[src/rtl/wb_cmd_master_if.sv]
// rtl/wb_cmd_master_if.sv - command, response and Wishbone signal bundle for wb_cmd_master
interface wb_cmd_master_if;
    logic        cmd_valid;
    logic        cmd_ready;
    logic [31:0] cmd_adr;
    logic [31:0] cmd_dat;
    logic [3:0]  cmd_sel;
    logic        cmd_we;
    logic        rsp_valid;
    logic        rsp_ready;
    logic [31:0] rsp_dat;
    logic [1:0]  rsp_status;
    logic [31:0] wb_adr_o;
    logic [31:0] wb_dat_o;
    logic [31:0] wb_dat_i;
    logic [3:0]  wb_sel_o;
    logic        wb_we_o;
    logic        wb_cyc_o;
    logic        wb_stb_o;
    logic        wb_ack_i;
    logic        wb_err_i;
    logic        wb_rty_i;

    modport master (
        input  cmd_valid, cmd_adr, cmd_dat, cmd_sel, cmd_we, rsp_ready,
               wb_dat_i, wb_ack_i, wb_err_i, wb_rty_i,
        output cmd_ready, rsp_valid, rsp_dat, rsp_status,
               wb_adr_o, wb_dat_o, wb_sel_o, wb_we_o, wb_cyc_o, wb_stb_o
    );

    modport slave (
        output cmd_valid, cmd_adr, cmd_dat, cmd_sel, cmd_we, rsp_ready,
               wb_dat_i, wb_ack_i, wb_err_i, wb_rty_i,
        input  cmd_ready, rsp_valid, rsp_dat, rsp_status,
               wb_adr_o, wb_dat_o, wb_sel_o, wb_we_o, wb_cyc_o, wb_stb_o
    );
endinterface

[src/rtl/wb_cmd_master.sv]
// rtl/wb_cmd_master.sv - Wishbone classic single-transfer master with retry and timeout
module wb_cmd_master #(
    parameter int MAX_RETRY = 3,
    parameter int RETRY_GAP = 2,
    parameter int TIMEOUT   = 64
) (
    input  logic            clk,
    input  logic            rst,
    wb_cmd_master_if.master bus
);
    localparam int CNT_MAX = (TIMEOUT > RETRY_GAP) ? TIMEOUT : RETRY_GAP;
    localparam int CW      = $clog2(CNT_MAX + 1);
    localparam int RW      = $clog2(MAX_RETRY + 2);
    localparam logic [CW-1:0] TMO_LAST  = CW'(TIMEOUT - 1);
    localparam logic [CW-1:0] GAP_LAST  = CW'(RETRY_GAP - 1);
    localparam logic [RW-1:0] RETRY_LIM = RW'(MAX_RETRY);

    typedef enum logic [1:0] {IDLE, BUS, GAP, RESP} state_t;

    state_t        state_q, state_d;
    logic [CW-1:0] cnt_q, cnt_d;
    logic [RW-1:0] retry_q, retry_d;
    logic [31:0]   adr_q, adr_d, dat_q, dat_d, rsp_dat_q, rsp_dat_d;
    logic [3:0]    sel_q, sel_d;
    logic [1:0]    status_q, status_d;
    logic          we_q, we_d, wbwe_q, wbwe_d;
    logic          cyc_q, cyc_d, ready_q, ready_d, rsp_valid_q, rsp_valid_d;
    logic          accept;

    // ready_q is only ever high in IDLE, so it alone qualifies acceptance
    assign accept = ready_q & bus.cmd_valid;

    always_ff @(posedge clk or negedge rst) begin
        if (!rst) begin
            state_q     <= IDLE;
            cnt_q       <= '0;
            retry_q     <= '0;
            adr_q       <= '0;
            dat_q       <= '0;
            sel_q       <= '0;
            we_q        <= 1'b0;
            wbwe_q      <= 1'b0;
            cyc_q       <= 1'b0;
            ready_q     <= 1'b0;
            rsp_valid_q <= 1'b0;
            rsp_dat_q   <= '0;
            status_q    <= '0;
        end else begin
            state_q     <= state_d;
            cnt_q       <= cnt_d;
            retry_q     <= retry_d;
            adr_q       <= adr_d;
            dat_q       <= dat_d;
            sel_q       <= sel_d;
            we_q        <= we_d;
            wbwe_q      <= wbwe_d;
            cyc_q       <= cyc_d;
            ready_q     <= ready_d;
            rsp_valid_q <= rsp_valid_d;
            rsp_dat_q   <= rsp_dat_d;
            status_q    <= status_d;
        end
    end

    always_comb begin
        state_d = state_q;
        unique case (state_q)
            IDLE: if (accept) state_d = BUS;
            BUS: begin
                if (bus.wb_err_i || bus.wb_ack_i)
                    state_d = RESP;
                else if (bus.wb_rty_i)
                    state_d = (retry_q < RETRY_LIM) ? GAP : RESP;
                else if (cnt_q == TMO_LAST)
                    state_d = RESP;
            end
            GAP:  if (cnt_q == GAP_LAST) state_d = BUS;
            RESP: if (bus.rsp_ready) state_d = IDLE;
            default: state_d = IDLE;
        endcase
    end

    always_comb begin
        cnt_d     = '0;
        retry_d   = retry_q;
        adr_d     = adr_q;
        dat_d     = dat_q;
        sel_d     = sel_q;
        we_d      = we_q;
        rsp_dat_d = rsp_dat_q;
        status_d  = status_q;
        if (accept) begin
            adr_d   = bus.cmd_adr;
            dat_d   = bus.cmd_dat;
            sel_d   = bus.cmd_sel;
            we_d    = bus.cmd_we;
            retry_d = '0;
        end
        // one counter serves both the timeout in BUS and the idle gap in GAP
        if ((state_d == state_q) && ((state_q == BUS) || (state_q == GAP)))
            cnt_d = cnt_q + 1'b1;
        if ((state_q == BUS) && (state_d == GAP))
            retry_d = retry_q + 1'b1;
        if ((state_q == BUS) && (state_d == RESP)) begin
            rsp_dat_d = '0;
            if (bus.wb_err_i) begin
                status_d = 2'b01;
            end else if (bus.wb_ack_i) begin
                status_d  = 2'b00;
                rsp_dat_d = we_q ? 32'd0 : bus.wb_dat_i;
            end else if (bus.wb_rty_i) begin
                status_d = 2'b10;
            end else begin
                status_d = 2'b11;
            end
        end
        cyc_d       = (state_d == BUS);
        wbwe_d      = (state_d == BUS) & we_d;
        ready_d     = (state_d == IDLE);
        rsp_valid_d = (state_d == RESP);
    end

    assign bus.cmd_ready  = ready_q;
    assign bus.rsp_valid  = rsp_valid_q;
    assign bus.rsp_dat    = rsp_dat_q;
    assign bus.rsp_status = status_q;
    assign bus.wb_adr_o   = adr_q;
    assign bus.wb_dat_o   = dat_q;
    assign bus.wb_sel_o   = sel_q;
    assign bus.wb_we_o    = wbwe_q;
    assign bus.wb_cyc_o   = cyc_q;
    assign bus.wb_stb_o   = cyc_q;
endmodule

[src/flat_wrapper.sv]
// flat-port wrapper written by rule: the top's interface ports become plain ports
module wb_cmd_master_flat 
#(
    parameter int MAX_RETRY = 3,
    parameter int RETRY_GAP = 2,
    parameter int TIMEOUT   = 64
)
  (clk, rst, bus_cmd_valid, bus_cmd_adr, bus_cmd_dat, bus_cmd_sel, bus_cmd_we, bus_rsp_ready, bus_wb_dat_i, bus_wb_ack_i, bus_wb_err_i, bus_wb_rty_i, bus_cmd_ready, bus_rsp_valid, bus_rsp_dat, bus_rsp_status, bus_wb_adr_o, bus_wb_dat_o, bus_wb_sel_o, bus_wb_we_o, bus_wb_cyc_o, bus_wb_stb_o);
  wb_cmd_master_if bus_i ();
  input  logic clk;
  input  logic rst;
  input wire logic [$bits(bus_i.cmd_valid)-1:0] bus_cmd_valid;
  input wire logic [$bits(bus_i.cmd_adr)-1:0] bus_cmd_adr;
  input wire logic [$bits(bus_i.cmd_dat)-1:0] bus_cmd_dat;
  input wire logic [$bits(bus_i.cmd_sel)-1:0] bus_cmd_sel;
  input wire logic [$bits(bus_i.cmd_we)-1:0] bus_cmd_we;
  input wire logic [$bits(bus_i.rsp_ready)-1:0] bus_rsp_ready;
  input wire logic [$bits(bus_i.wb_dat_i)-1:0] bus_wb_dat_i;
  input wire logic [$bits(bus_i.wb_ack_i)-1:0] bus_wb_ack_i;
  input wire logic [$bits(bus_i.wb_err_i)-1:0] bus_wb_err_i;
  input wire logic [$bits(bus_i.wb_rty_i)-1:0] bus_wb_rty_i;
  output wire logic [$bits(bus_i.cmd_ready)-1:0] bus_cmd_ready;
  output wire logic [$bits(bus_i.rsp_valid)-1:0] bus_rsp_valid;
  output wire logic [$bits(bus_i.rsp_dat)-1:0] bus_rsp_dat;
  output wire logic [$bits(bus_i.rsp_status)-1:0] bus_rsp_status;
  output wire logic [$bits(bus_i.wb_adr_o)-1:0] bus_wb_adr_o;
  output wire logic [$bits(bus_i.wb_dat_o)-1:0] bus_wb_dat_o;
  output wire logic [$bits(bus_i.wb_sel_o)-1:0] bus_wb_sel_o;
  output wire logic [$bits(bus_i.wb_we_o)-1:0] bus_wb_we_o;
  output wire logic [$bits(bus_i.wb_cyc_o)-1:0] bus_wb_cyc_o;
  output wire logic [$bits(bus_i.wb_stb_o)-1:0] bus_wb_stb_o;
  assign bus_i.cmd_valid = bus_cmd_valid;
  assign bus_i.cmd_adr = bus_cmd_adr;
  assign bus_i.cmd_dat = bus_cmd_dat;
  assign bus_i.cmd_sel = bus_cmd_sel;
  assign bus_i.cmd_we = bus_cmd_we;
  assign bus_i.rsp_ready = bus_rsp_ready;
  assign bus_i.wb_dat_i = bus_wb_dat_i;
  assign bus_i.wb_ack_i = bus_wb_ack_i;
  assign bus_i.wb_err_i = bus_wb_err_i;
  assign bus_i.wb_rty_i = bus_wb_rty_i;
  assign bus_cmd_ready = bus_i.cmd_ready;
  assign bus_rsp_valid = bus_i.rsp_valid;
  assign bus_rsp_dat = bus_i.rsp_dat;
  assign bus_rsp_status = bus_i.rsp_status;
  assign bus_wb_adr_o = bus_i.wb_adr_o;
  assign bus_wb_dat_o = bus_i.wb_dat_o;
  assign bus_wb_sel_o = bus_i.wb_sel_o;
  assign bus_wb_we_o = bus_i.wb_we_o;
  assign bus_wb_cyc_o = bus_i.wb_cyc_o;
  assign bus_wb_stb_o = bus_i.wb_stb_o;
  wb_cmd_master #(.MAX_RETRY(MAX_RETRY), .RETRY_GAP(RETRY_GAP), .TIMEOUT(TIMEOUT)) u_core (.clk(clk), .rst(rst), .bus(bus_i));
endmodule
[config.mk]
export PLATFORM = sky130hd
export DESIGN_NAME = wb_cmd_master_flat
export DESIGN_NICKNAME = d
export VERILOG_FILES = /design/src/rtl/wb_cmd_master_if.sv /design/src/rtl/wb_cmd_master.sv /design/src/flat_wrapper.sv
export SDC_FILE = /design/constraint.sdc
export NUM_CORES = 1
export LEC_CHECK = 0
export CORE_MARGIN = 1.5
export CORE_UTILIZATION = 46
export DETAILED_ROUTE_END_ITERATION = 6
export HOLD_SLACK_MARGIN = 0.05
export PLACE_DENSITY = 0.86
export SLEW_MARGIN = 10
export SYNTH_ARGS = -nofsm -noshare
export SYNTH_HDL_FRONTEND = slang
export SYNTH_SLANG_ARGS = --single-unit
[constraint.sdc]
create_clock -name clk -period 4.45 [get_ports clk]
set_input_delay 0.89 -clock clk [delete_from_list [all_inputs] [get_ports clk]]
set_output_delay 0.89 -clock clk [all_outputs]
set_load 0.05 [all_outputs]
* Yosys cells after proc, flatten, opt, wreduce, memory -nomap -nowiden
Index checks and enable logic that the tools add are counted.
Operators by class: multipliers 0, divide/modulo/power cells 0, shift operators 0, $add $sub $neg 2, reductions and logical operators 8, eq/ne operators 9, bitwise logic cells 2, magnitude comparators 1, mux-type cells 18
Operators with widths (count):
- 32-bit two-way mux | 3
- 2-bit two-way mux | 8
- 2-bit equality test (second input constant) | 4
- 2-bit case mux with 4 select lines | 1
- 7-bit by 1-bit adder with 7-bit output (second input constant) | 1
- 7-bit by 1-bit equality test with 1-bit output (second input constant) | 1
- 7-bit by 6-bit equality test with 1-bit output (second input constant) | 1
- 7-bit two-way mux | 1
- 3-bit two-way mux | 2
- 2-bit by 1-bit equality test with 1-bit output (second input constant) | 2
- 2-bit logical NOT | 2
- 3-bit by 1-bit adder with 3-bit output (second input constant) | 1
- 1-bit logical AND | 3
- 3-bit by 2-bit < comparator with 1-bit output (second input constant) | 1
- 1-bit two-way mux | 3
- 1-bit bitwise AND | 2
- 2-bit equality test | 1
- 1-bit logical OR | 2
- 2-bit nonzero test | 1
Word-level totals: register bits after elaboration 119, memory bits (writable) 0, input bits 108, ROM bits 0, output and inout port bits 107, bits in latches 0, memories kept 0

* Longest topological paths before layout
Gate-level depths: netlist of run 1.
depth in word-level cells 8, depth in mapped cells 9, depth with buffers taken out 7

* Worst setup path after synthesis of run 1
No wires, ideal clock.
path kind input-to-reg, start input port bus_wb_err_i, end register u_core.status_q[0] (netlist: u_core.bus.rsp_status[0]), setup time 0.125 ns, arrival time 2.172 ns, path buffers 1, stages on the path 6, path slack 2.154 ns, cell sequence nor3_1 > o211ai_1 > a211oi_2 > nor3b_2 > buf_6 > mux2_2
Between the ends: word-level cells in the longest chain between the ends 5, elaborated cells on any way between the ends 6, those cells by class 1 x eq/ne; 3 x mux; 2 x reduce/logical
Ends and longest elaborated chain:
- from (decl) | RTL line flat_wrapper.sv:20 | input wire logic [$bits(bus_i.wb_err_i)-1:0] bus_wb_err_i;
- 1-bit logical OR | RTL line wb_cmd_master.sv:70 | if (bus.wb_err_i || bus.wb_ack_i)
- 2-bit two-way mux | RTL line wb_cmd_master.sv:70
- 2-bit case mux with 4 select lines | RTL line wb_cmd_master.sv:67 | unique case (state_q)
- 2-bit equality test | RTL line wb_cmd_master.sv:104 | if ((state_q == BUS) && (state_d == RESP)) begin
- 1-bit logical AND | RTL line wb_cmd_master.sv:104
- to (signal assigned) | RTL line wb_cmd_master.sv:61 | status_q <= status_d;
- to (decl) | RTL line wb_cmd_master.sv:25 | logic [1:0] status_q, status_d;
Several ways; a longest one is shown, not always the timed one. A chain may end at the register's enable or synchronous reset.

* Final worst setup path of run 1
start register u_core.state_q[0], end register u_core.rsp_dat_q[12] (netlist: u_core.bus.rsp_dat[12])
Between the ends: word-level cells in the longest chain between the ends 6, elaborated cells on any way between the ends 13, those cells by class 4 x eq/ne; 7 x mux; 2 x reduce/logical
Ends and longest elaborated chain:
- from (decl) | RTL line wb_cmd_master.sv:20 | state_t state_q, state_d;
- from (signal assigned) | RTL line wb_cmd_master.sv:49 | state_q <= state_d;
- 2-bit two-way mux | RTL line wb_cmd_master.sv:74 | else if (cnt_q == TMO_LAST)
- 2-bit two-way mux | RTL line wb_cmd_master.sv:72 | else if (bus.wb_rty_i)
- 2-bit two-way mux | RTL line wb_cmd_master.sv:70
- 2-bit case mux with 4 select lines | RTL line wb_cmd_master.sv:67
- 2-bit equality test | RTL line wb_cmd_master.sv:104
- 1-bit logical AND (*) | RTL line wb_cmd_master.sv:104
- to (signal assigned) | RTL line wb_cmd_master.sv:60 | rsp_dat_q <= rsp_dat_d;
- to (decl) | RTL line wb_cmd_master.sv:23 | logic [31:0] adr_q, adr_d, dat_q, dat_d, rsp_dat_q, rsp_dat_d;
Every way passes the cells marked *; elsewhere a longest branch is shown, timed or not.

==> impl_metrics.py, run 1 <==
metrics = {
    "outcome": {
        "status": "complete, no violations",
    },
    "critical_path": {
        "r2r_start": "u_core.state_q[0]",
        "worst_ep_required_time_ns": 4.87,
        "rr_worst_depth": 8,
        "crit_start": "u_core.state_q[0]",
        "endpoint_kind": "register",
        "crit_path_end": "u_core.bus.rsp_dat[12]",
        "cp.arrival_ns": 3.36,
        "rrSetupSlack_ns": 1.51,
        "criticalPathCategory": "register to register",
        "crit_fanout": 25,
        "reg2reg_to": "u_core.bus.rsp_dat[12]",
        "cp-start-kind": "register",
    },
    "logic_synthesis": {
        "syn_inst": 385,
        "synth_area_per_cell_um2": 13.1,
        "synth_seq_cells": 119,
        "synth-compound-area-share_pct": 3.53,
        "synth_area_um2": 5040,
        "yosysSeqAreaShare_pct": 59.1,
        "synth-adder-area-share_pct": 1.74,
        "synth_warnings": 0,
        "synth_xor_area_share_pct": 0.869,
        "yosys.cell_types.count": 42,
        "synthMuxAreaShare_pct": 22.6,
        "synthesis.nets": 500,
        "synth_top_family_by_area": "multiplexers",
        "yosys.area_share.simple_pct": 6.66,
    },
    "global_route": {
        "grt_use_met1_pct": 23.5,
        "met3_usage_pct": 9.20,
        "grt_pass1_wl_mm": 19.4,
        "grt_overflow_total": 0,
        "grt_use_met2_pct": 39.0,
        "grt.total_usage_pct": 22.2,
        "grt_pass1_vias": 4034,
        "grt_busiest_layer": "met2",
        "antenna_found_initial": 0,
        "grt_max_degree": 75,
    },
    "clock_network": {
        "cts_resized": 0,
        "clock_path_buffers": 2,
        "holdBufCountCts": 0,
        "clock_sinks": 119,
        "cts.clk_slew.worst_paths_ns": 0.06,
        "cts_tree": "done",
        "htreeDepth": 4,
        "clockRootBuffer": "clkbuf_8",
        "clk_latency_ns": 0.52,
        "post_cts.repair.setup_buffers": 0,
        "cts_made_buffers": 17,
    },
    "cells_and_area": {
        "num-fill-cells": 750,
        "multiInputGateArea_um2": 1800,
        "area_growth_pct": 55.1,
        "regArea_um2": 2980,
        "layout_commonest_cell": "clkdlybuf4s50_1",
        "diodes": 0,
        "final_nets": 720,
        "most-common-layout-cells": "213 x clkdlybuf4s50_1, 119 x dfrtp_1, 71 x mux2_2",
        "drive_above_1_share_pct": 18.4,
    },
    "placement": {
        "gp_congestion": 0.912,
        "numPortBuffers": 214,
        "hpwl_mm": 9.16,
        "dpl_worst_slack_ns": 1.16,
    },
    "sta": {
        "fmax_mhz": 340,
        "worst_slack_ns": 1.51,
        "finalCritPeriodShare_pct": 66.1,
        "hold_viol": 0,
        "slew-limit-headroom_pct": 36.1,
        "drv_slew": 0,
        "skew_ns": 0.0108,
        "finalSetupViolations": 0,
        "rsz0062_at_grt": "no",
        "worst_pin_slew_ns": 0.958,
        "tns_ns": 0,
        "fin_crit_ns": 2.94,
    },
    "die": {
        "start_util_pct": 46.9,
        "die_x_um": 108,
        "io_pins": 215,
        "fp-row-count": 38,
        "coreArea_um2": 10700,
        "die_area_um2": 11600,
        "die_h_um": 108,
    },
    "flow_run": {
        "drv_cap": 0,
    },
    "detailed_routing": {
        "drt_iter0_drc": 202,
        "wl_per_cell_um": 16.8,
        "viasPerCell": 5.02,
        "final_antenna_net_count": 0,
        "post-route-drc-count": 0,
        "totalWireLength_mm": 12.7,
        "firstDrtPassIters": 4,
        "num_vias": 3793,
    },
    "power": {
        "ir_drop_v": 0.000483,
        "powerDensity_nw_per_um2": 864,
        "leakage_uw": 0.00330,
    },
    "min_path": {
        "worstHoldPathType": "primary input to asynchronous set/reset pin",
    },
}
[kinds of logic (layout without fill, tap and decap cells)]
| group | Yosys count | after routing |
|---|---|---|
| mux | 105 | 105 |
| fa+ha+maj | 7 | 7 |
| buf+inv | 56 | 286 |
| xor+xnor | 5 | 5 |
| flops | 119 | 119 |
| simple gates | 70 | 70 |
| compound gates | 23 | 23 |
[stage by stage]
stage | power [uW] | hold slack (ns) | util [%] | std cells | cell area (um^2)
floorplan | 4310 | 0.465 | - | 385 | 5040
global route | 7040 | 0.299 | 72.7 | 755 | 7810
detailed placement | 5530 | 0.492 | 67.8 | 726 | 7280
finish | 6750 | 0.294 | 72.7 | 755 | 7810
global placement | 5410 | 0.476 | 67.8 | 726 | 7280
CTS | 6800 | 0.282 | 72.7 | 755 | 7810
[how the worst min path moves through the flow]
| stage | from | endpoint | slack [ns] | depth (start not counted) |
|---|---|---|---|---|
| after floorplan | u_core.cnt_q[0] | u_core.cnt_q[0] | 0.46 | 1 |
| after global placement | u_core.cnt_q[0] | u_core.cnt_q[0] | 0.48 | 1 |
| after detailed placement | u_core.bus.wb_adr_o[9] | u_core.bus.wb_adr_o[9] | 0.49 | 1 |
| after CTS | rst | u_core.bus.rsp_dat[2] | 0.28 | 1 |
| after global routing | rst | u_core.bus.rsp_dat[9] | 0.30 | 1 |
| final | rst | u_core.bus.rsp_status[1] | 0.29 | 1 |
[Yosys cell counts]
master | instances | area share [%]
a2111oi_0 | 1 | 0.17
a211o_1 | 1 | 0.17
a211oi_2 | 1 | 0.25
a21o_1 | 1 | 0.15
a21oi_1 | 5 | 0.50
a311oi_1 | 1 | 0.17
a31oi_1 | 1 | 0.12
a32o_1 | 1 | 0.20
a41oi_1 | 1 | 0.17
and2_1 | 1 | 0.12
and3_2 | 1 | 0.15
buf_12 | 3 | 1.2
buf_4 | 1 | 0.15
buf_6 | 1 | 0.22
clkbuf_1 | 11 | 0.82
clkdlybuf4s15_1 | 1 | 0.20
dfrtp_1 | 119 | 59
ha_1 | 7 | 1.7
inv_1 | 39 | 2.9
mux2_2 | 71 | 16
mux2i_1 | 34 | 6.8
nand2_1 | 42 | 3.1
nand3_1 | 3 | 0.30
nand3b_1 | 2 | 0.30
nor2_1 | 5 | 0.37
nor3_1 | 10 | 0.99
nor3b_1 | 1 | 0.15
nor3b_2 | 1 | 0.25
nor4b_2 | 1 | 0.30
o2111ai_1 | 1 | 0.17
o211ai_1 | 2 | 0.30
o211ai_2 | 1 | 0.25
o21ai_0 | 2 | 0.20
o21ai_1 | 1 | 0.099
o21bai_1 | 1 | 0.15
o31a_2 | 1 | 0.20
o31ai_2 | 1 | 0.25
or3_2 | 1 | 0.15
or3b_2 | 1 | 0.17
or4b_4 | 1 | 0.27
xnor2_1 | 3 | 0.52
xor2_1 | 2 | 0.35
[where the power goes]
part	total (uW)	internal, uW	switching (uW)
combinational	3710	1360	2350
clock	1230	786	442
sequential	1810	1550	261
[sequential cells by signal, indices dropped and copies added (netlist names)]
signal,count
u_core.bus.rsp_dat,32
u_core.bus.wb_adr_o,32
u_core.bus.wb_dat_o,32
u_core.cnt_q,7
u_core.bus.wb_sel_o,4
u_core.retry_q,3
u_core.bus.rsp_status,2
u_core.state_q,2
u_core.bus.cmd_ready,1
u_core.bus.rsp_valid,1
u_core.bus.wb_cyc_o,1
u_core.bus.wb_we_o,1
u_core.we_q,1
[metal layers]
layer	part of all wire, %	wire [um]	vias to the layer above
li1	-	-	1742
met1	37	4700	1844
met2	51	6530	184
met3	9.4	1190	23
met4	2.1	272	0
met5	0	0	-
[layout make-up]
| type | instances | area share [%] |
|---|---|---|
| inverter | 39 | 1.87 |
| tap | 140 | 2.24 |
| clock inverter | 4 | 0.576 |
| multi-input combinational | 210 | 23.1 |
| sequential | 119 | 38.1 |
| clock buffer | 25 | 6.20 |
| timing repair buffer | 218 | 27.9 |
[critical path, stage by stage (launching register included)]
cell and delay [ns]:
dfrtp_1 0.47, inv_1 0.17, ha_1 0.23, or3b_2 0.47, o211ai_2 0.22, a211oi_2 0.13
nor3b_4 0.63, buf_12 0.29, mux2i_1 0.23
(Power assumes the default switching activity.)
==> run 2: changes to the inputs <==
--- a/config.mk
+++ b/config.mk
@@ -6,10 +6,10 @@
 export NUM_CORES = 1
 export LEC_CHECK = 0
 export CORE_MARGIN = 1.5
-export CORE_UTILIZATION = 46
+export CORE_UTILIZATION = 43
 export DETAILED_ROUTE_END_ITERATION = 6
 export HOLD_SLACK_MARGIN = 0.05
-export PLACE_DENSITY = 0.86
+export PLACE_DENSITY = 0.81
 export SLEW_MARGIN = 10
 export SYNTH_ARGS = -nofsm -noshare
 export SYNTH_HDL_FRONTEND = slang
==> constraint.sdc (replaced) <==
create_clock -name clk -period 3.05 [get_ports clk]
set_input_delay 0.61 -clock clk [delete_from_list [all_inputs] [get_ports clk]]
set_output_delay 0.61 -clock clk [all_outputs]
set_load 0.05 [all_outputs]
==> run 2 against run 1 <==
Net effect:
- maximum frequency grew 10%
- register-to-register slack lost 1.1 ns
- power grew 50%
- clock skew grew 0.00083 ns
- flip-flop and latch count is the same
- worst hold slack lost 0.10 ns
- die area grew 6.8%
- routed wire length shrank 2.0%
- sequential power grew 46%
- largest power group unchanged
==> impl_metrics.py, run 2 (synthesis gave the netlist of run 1 again) <==
metrics = {
    "power": {
        "leakage_uw": 0.00334,
        "intPower_uw": 5620,
        "p_sw_uw": 4480,
        "p_sw_share_pct": 44.4,
        "power_frac_comb_pct": 53.5,
        "ir_drop_v": 0.000908,
        "pwr-share-clk_pct": 20.4,
        "powerDensity_nw_per_um2": 1270,
        "pwr-share-seq_pct": 26.1,
    },
    "die": {
        "start_util_pct": 44.1,
        "die_x_um": 111,
        "coreArea_um2": 11400,
        "die_area_um2": 12400,
        "fp-row-count": 39,
        "die_h_um": 111,
        "io_pins": 215,
    },
    "detailed_routing": {
        "wl_per_cell_um": 16.3,
        "totalWireLength_mm": 12.4,
        "num_vias": 3784,
        "post-route-drc-count": 0,
        "final_antenna_net_count": 0,
        "drt_iter0_drc": 160,
        "viasPerCell": 4.95,
        "firstDrtPassIters": 5,
    },
    "cells_and_area": {
        "area_growth_pct": 57.5,
        "fin_cells": 764,
        "most-common-layout-cells": "213 x clkdlybuf4s50_1, 119 x dfrtp_1, 71 x mux2_2",
        "final_nets": 723,
        "fin_area_um2": 7940,
        "regArea_um2": 2980,
        "drive_above_1_share_pct": 19.8,
        "layout_commonest_cell": "clkdlybuf4s50_1",
        "multiInputGateArea_um2": 1800,
        "num-fill-cells": 835,
        "diodes": 0,
    },
    "sta": {
        "rsz0062_at_grt": "no",
        "worst_slack_ns": 0.381,
        "drv_slew": 0,
        "finalCritPeriodShare_pct": 87.5,
        "hold_viol": 0,
        "tns_ns": 0,
        "fmax_mhz": 375,
        "finalSetupViolations": 0,
        "fin_crit_ns": 2.67,
        "slew-limit-headroom_pct": 57.1,
        "fin_hold_ws_ns": 0.189,
        "worst_pin_slew_ns": 0.643,
        "skew_ns": 0.0117,
    },
    "placement": {
        "gp_congestion": 0.865,
        "numPortBuffers": 214,
        "dpl_worst_slack_ns": 0.242,
        "hpwl_mm": 8.91,
        "placed_area_um2": 7310,
        "place_inst": 732,
    },
    "global_route": {
        "grt_max_degree": 79,
        "antenna_found_initial": 0,
        "grt.total_usage_pct": 20.9,
        "grt_overflow_total": 0,
        "grt_pass1_vias": 4074,
        "grt_pass1_wl_mm": 20.3,
    },
    "critical_path": {
        "critPathMaxStageDelay_ns": 0.48,
        "crit_buf_inv": 2,
        "worst_ep_required_time_ns": 3.37,
        "cpMaxStageDelayCell": "or3b_2",
        "cp.arrival_ns": 2.99,
        "path_cells": "inv_1 > ha_1 > or3b_2 > o211ai_2 > a211oi_2 > nor3b_4 > buf_4 > mux2i_1",
        "critPathTopFamily": "simple AND/OR/NAND/NOR gates",
        "criticalPathCategory": "register to register",
        "cp-start-kind": "register",
        "endpoint_kind": "register",
        "crit_fanout": 22,
    },
    "clock_network": {
        "cts_resized": 0,
        "clock_sinks": 119,
        "clk_latency_ns": 0.41,
        "holdBufCountCts": 0,
        "clock_path_buffers": 2,
        "cts.clk_slew.worst_paths_ns": 0.05,
        "htreeDepth": 4,
        "cts_tree": "done",
        "post_cts.repair.setup_buffers": 0,
        "cts_made_buffers": 17,
        "clockRootBuffer": "clkbuf_16",
    },
    "outcome": {
        "status": "complete, no violations",
    },
    "min_path": {
        "worstHoldPathType": "primary input to asynchronous set/reset pin",
    },
    "flow_run": {
        "drv_cap": 0,
    },
}
-- run 2: cell types whose count changed in the layout (fill, tap and decap cells not counted) --
cell	delta
clkbuf_1	-4
buf_4	+3
clkinv_2	-1
bufinv_16	+2
clkinv_4	+1
clkinvlp_4	+5
clkbuf_16	+1
clkbuf_8	-1
-- run 2: power by group through the flow --
stage               clock network [uW]  registers, uW  logic (uW)
floorplan                            0           4800        1500
global placement                     0           2610        5320
global route                      2180           2720        5630
finish                            2060           2640        5400
CTS                               2110           2640        5440
detailed placement                   0           2650        5400
-- run 2: final timing paths --
path	slack, ns	depth (start not counted)	startpoint	endpoint
hold reg to reg	0.50	1	u_core.bus.wb_dat_o[24]	u_core.bus.wb_dat_o[24]
min in group clk	0.50	1	u_core.bus.wb_dat_o[24]	u_core.bus.wb_dat_o[24]
setup / recovery	0.38	8	u_core.state_q[0]	u_core.bus.rsp_dat[10]
max in group asynchronous	2.04	2	rst	u_core.bus.wb_dat_o[24]
setup reg to reg	0.38	8	u_core.state_q[0]	u_core.bus.rsp_dat[10]
hold / removal	0.19	1	rst	u_core.bus.rsp_valid
-- run 2: layout make-up --
cell class	count	share of cell area [%]
clock buffer	21	6.05
multi-input combinational	210	22.7
sequential	119	37.5
inverter	39	1.84
timing repair buffer	221	27.8
clock inverter	11	1.84
tap	143	2.25
-- run 2: metrics by stage --
stage	total power, uW	util, %
finish	10100	69.5
global route	10500	69.5
CTS	10200	69.5
detailed placement	8050	64.0
global placement	7940	64.0
floorplan	6290	-
-- run 2: worst register-to-register path, cell delays in order (launching register included) --
cell,delay (ns)
dfrtp_1,0.45
inv_1,0.17
ha_1,0.22
or3b_2,0.48
o211ai_2,0.20
a211oi_2,0.13
nor3b_4,0.30
buf_4,0.40
mux2i_1,0.25
-- run 2: layer usage --
layer  wire length, um  global-route usage [%]  vias to the layer above
li1                  -                       -                     1747
met1              5050                    24.1                     1858
met2              6130                    34.9                      163
met3              1100                    8.69                       16
met4               159                    7.43                        0
met5                 0                       0                        -
==> run 3: changes to the inputs <==
--- a/config.mk
+++ b/config.mk
@@ -5,6 +5,7 @@
 export SDC_FILE = /design/constraint.sdc
 export NUM_CORES = 1
 export LEC_CHECK = 0
+export ABC_AREA = 1
 export CORE_MARGIN = 1.5
 export CORE_UTILIZATION = 43
 export DETAILED_ROUTE_END_ITERATION = 6
==> run 3 against run 2 <==
Net effect:
- the run now ends with design-rule violations left
- non-clock buffer count is 3 lower
- largest cell class unchanged
- utilization is 0.22 points lower
- clock power hardly changed
- synthesized cell count is 25% higher
- worst setup slack better by 0.42 ns
- largest power group unchanged
- combinational power is 6.1% higher
- die area is 1.7% higher
- clock-buffer cell count stayed put
- flip-flop and latch count stayed put
- critical path depth is 5 higher
==> impl_metrics.py, run 3 <==
metrics = {
    "critical_path": {
        "r2r_start": "u_core.cnt_q[0]",
        "reg2reg_to": "u_core.bus.rsp_dat[31]",
        "worst_ep_required_time_ns": 3.39,
        "criticalPathCategory": "register to register",
        "cp.arrival_ns": 2.59,
        "cp-start-kind": "register",
        "rr_worst_depth": 13,
        "crit_fanout": 33,
        "rrSetupSlack_ns": 0.80,
        "endpoint_kind": "register",
    },
    "sta": {
        "rsz0062_at_grt": "no",
        "drv_slew": 0,
        "worst_pin_slew_ns": 0.728,
        "hold_viol": 0,
        "fin_crit_ns": 2.25,
        "finalCritPeriodShare_pct": 73.7,
        "fmax_mhz": 445,
        "tns_ns": 0,
        "slew-limit-headroom_pct": 51.5,
        "finalSetupViolations": 0,
        "skew_ns": 0.0106,
    },
    "logic_synthesis": {
        "synth_edf_count": 0,
        "synth_top_area_share_pct": 58.1,
        "yosys.cell_types.count": 27,
        "synth_warnings": 0,
        "synth_area_leaders": "dfrtp_1 58%, mux2_2 15%, nand2_1 6.8%, nor2_1 3.9%, inv_1 3.6%",
        "synth_area_per_cell_um2": 10.6,
        "synthFlopType": "dfrtp_1",
        "yosysSeqAreaShare_pct": 58.1,
        "synthesis.nets": 597,
        "synthTopCellsByCount": "119 x dfrtp_1, 93 x nand2_1, 68 x mux2_2, 53 x nor2_1, 49 x inv_1",
        "synth_seq_cells": 119,
        "syn_inst": 482,
        "synth_area_leader_cell": "dfrtp_1",
        "async_flop_share_pct": 100,
        "synth_area_um2": 5130,
        "synth_most_common_cell": "dfrtp_1",
    },
    "global_route": {
        "grt_use_met2_pct": 35.0,
        "antenna_found_initial": 0,
        "grt_pass1_wl_mm": 20.7,
        "grt_max_degree": 69,
        "grt_busiest_layer": "met2",
        "grt_use_met1_pct": 25.7,
        "met3_usage_pct": 5.13,
        "grt_pass1_vias": 4256,
        "grt_overflow_total": 0,
        "grt.total_usage_pct": 20.7,
    },
    "outcome": {
        "failed_checks": "design-rule violations",
        "status": "complete, but fails checks",
    },
    "clock_network": {
        "htreeDepth": 4,
        "clk_latency_ns": 0.41,
        "clockRootBuffer": "clkbuf_16",
        "cts_resized": 0,
        "cts_made_buffers": 17,
        "clock_sinks": 119,
        "holdBufCountCts": 0,
        "post_cts.repair.setup_buffers": 0,
        "cts_tree": "done",
        "cts.clk_slew.worst_paths_ns": 0.05,
        "clock_path_buffers": 2,
    },
    "die": {
        "io_pins": 215,
        "die_area_um2": 12600,
        "die_h_um": 112,
        "fp-row-count": 39,
        "start_util_pct": 44.5,
        "die_x_um": 112,
        "coreArea_um2": 11500,
    },
    "cells_and_area": {
        "area_growth_pct": 55.7,
        "fin_area_um2": 7980,
        "layout_commonest_cell": "clkdlybuf4s50_1",
        "final_nets": 812,
        "most-common-layout-cells": "213 x clkdlybuf4s50_1, 119 x dfrtp_1, 92 x nand2_1",
        "num-fill-cells": 866,
        "drive_above_1_share_pct": 15.8,
        "diodes": 0,
    },
    "power": {
        "ir_drop_v": 0.000772,
        "powerDensity_nw_per_um2": 1320,
        "leakage_uw": 0.00375,
    },
    "detailed_routing": {
        "post-route-drc-count": 14,
        "viasPerCell": 4.80,
        "wl_per_cell_um": 14.8,
        "drt_iter0_drc": 192,
        "num_vias": 4081,
        "firstDrtPassIters": 7,
        "totalWireLength_mm": 12.6,
        "final_antenna_net_count": 0,
    },
    "placement": {
        "gp_congestion": 0.817,
        "hpwl_mm": 9.10,
        "placed_area_um2": 7370,
        "numPortBuffers": 214,
    },
    "min_path": {
        "worstHoldPathType": "primary input to asynchronous set/reset pin",
    },
    "flow_run": {
        "drv_cap": 0,
    },
}
-- run 3: worst max-delay path by stage --
stage	start	endpoint	slack, ns	cells past startpoint
after floorplan	u_core.state_q[0]	u_core.bus.rsp_status[1]	1.32	11
after global placement	bus_wb_rty_i	u_core.bus.rsp_dat[13]	0.59	11
after detailed placement	bus_wb_ack_i	u_core.bus.rsp_dat[31]	0.50	11
after CTS	u_core.cnt_q[0]	u_core.bus.rsp_dat[31]	0.81	13
after global routing	u_core.cnt_q[0]	u_core.bus.rsp_dat[9]	0.55	13
final	u_core.cnt_q[0]	u_core.bus.rsp_dat[31]	0.80	13
-- run 3: logic make-up (layout without fill, tap and decap cells) --
| group | Yosys count | in the layout | share of synthesized area (%) |
|---|---|---|---|
| xor+xnor | 6 | 6 | 1.03 |
| flops | 119 | 119 | 58.1 |
| compound gates | 41 | 41 | 4.00 |
| mux | 68 | 68 | 14.9 |
| simple gates | 167 | 167 | 13.8 |
| fa+ha+maj | 7 | 7 | 1.71 |
| buf+inv | 74 | 300 | 6.44 |
-- run 3: final cells by class --
type                       instances  area (um^2)  share of cell area (%)
timing repair buffer             218         2190                    27.5
clock buffer                      21          460                    5.77
sequential                       119         2980                    37.3
clock inverter                     9          150                    1.88
tap                              143          179                    2.24
inverter                          52          198                    2.48
multi-input combinational        289         1820                    22.8
-- run 3: critical path, cell delays in order (launching register included) --
cell and delay, ns:
dfrtp_1 0.39, ha_1 0.22, nand2_2 0.08, nor2_4 0.12
nand2_2 0.07, nand2_1 0.06, nand2_1 0.05, nand2_1 0.06
nand2_1 0.05, nand2_1 0.09, nand2_2 0.30, nor2_8 0.47
nand2_1 0.11, nand2_1 0.09
-- run 3: metrics by stage --
step | total power [uW] | util (%) | hold slack (ns) | std cells | setup WS, ns
floorplan | 6540 | - | 0.314 | 482 | 1.32
global placement | 8330 | 64.0 | 0.477 | 821 | 0.591
detailed placement | 8460 | 64.0 | 0.471 | 821 | 0.501
CTS | 10600 | 69.3 | 0.291 | 851 | 0.806
global route | 11000 | 69.3 | 0.316 | 851 | 0.546
finish | 10500 | 69.3 | 0.265 | 851 | 0.803
-- run 3: per-layer routing --
layer  vias up  wire length, um
met5         -                0
met4         0              310
met3        23              727
met2       157             6300
met1      1943             5230
li1       1958                -
-- run 3: power breakdown --
group | internal [uW] | switching [uW]
clock | 1390 | 653
combinational | 1930 | 3790
sequential | 2310 | 412
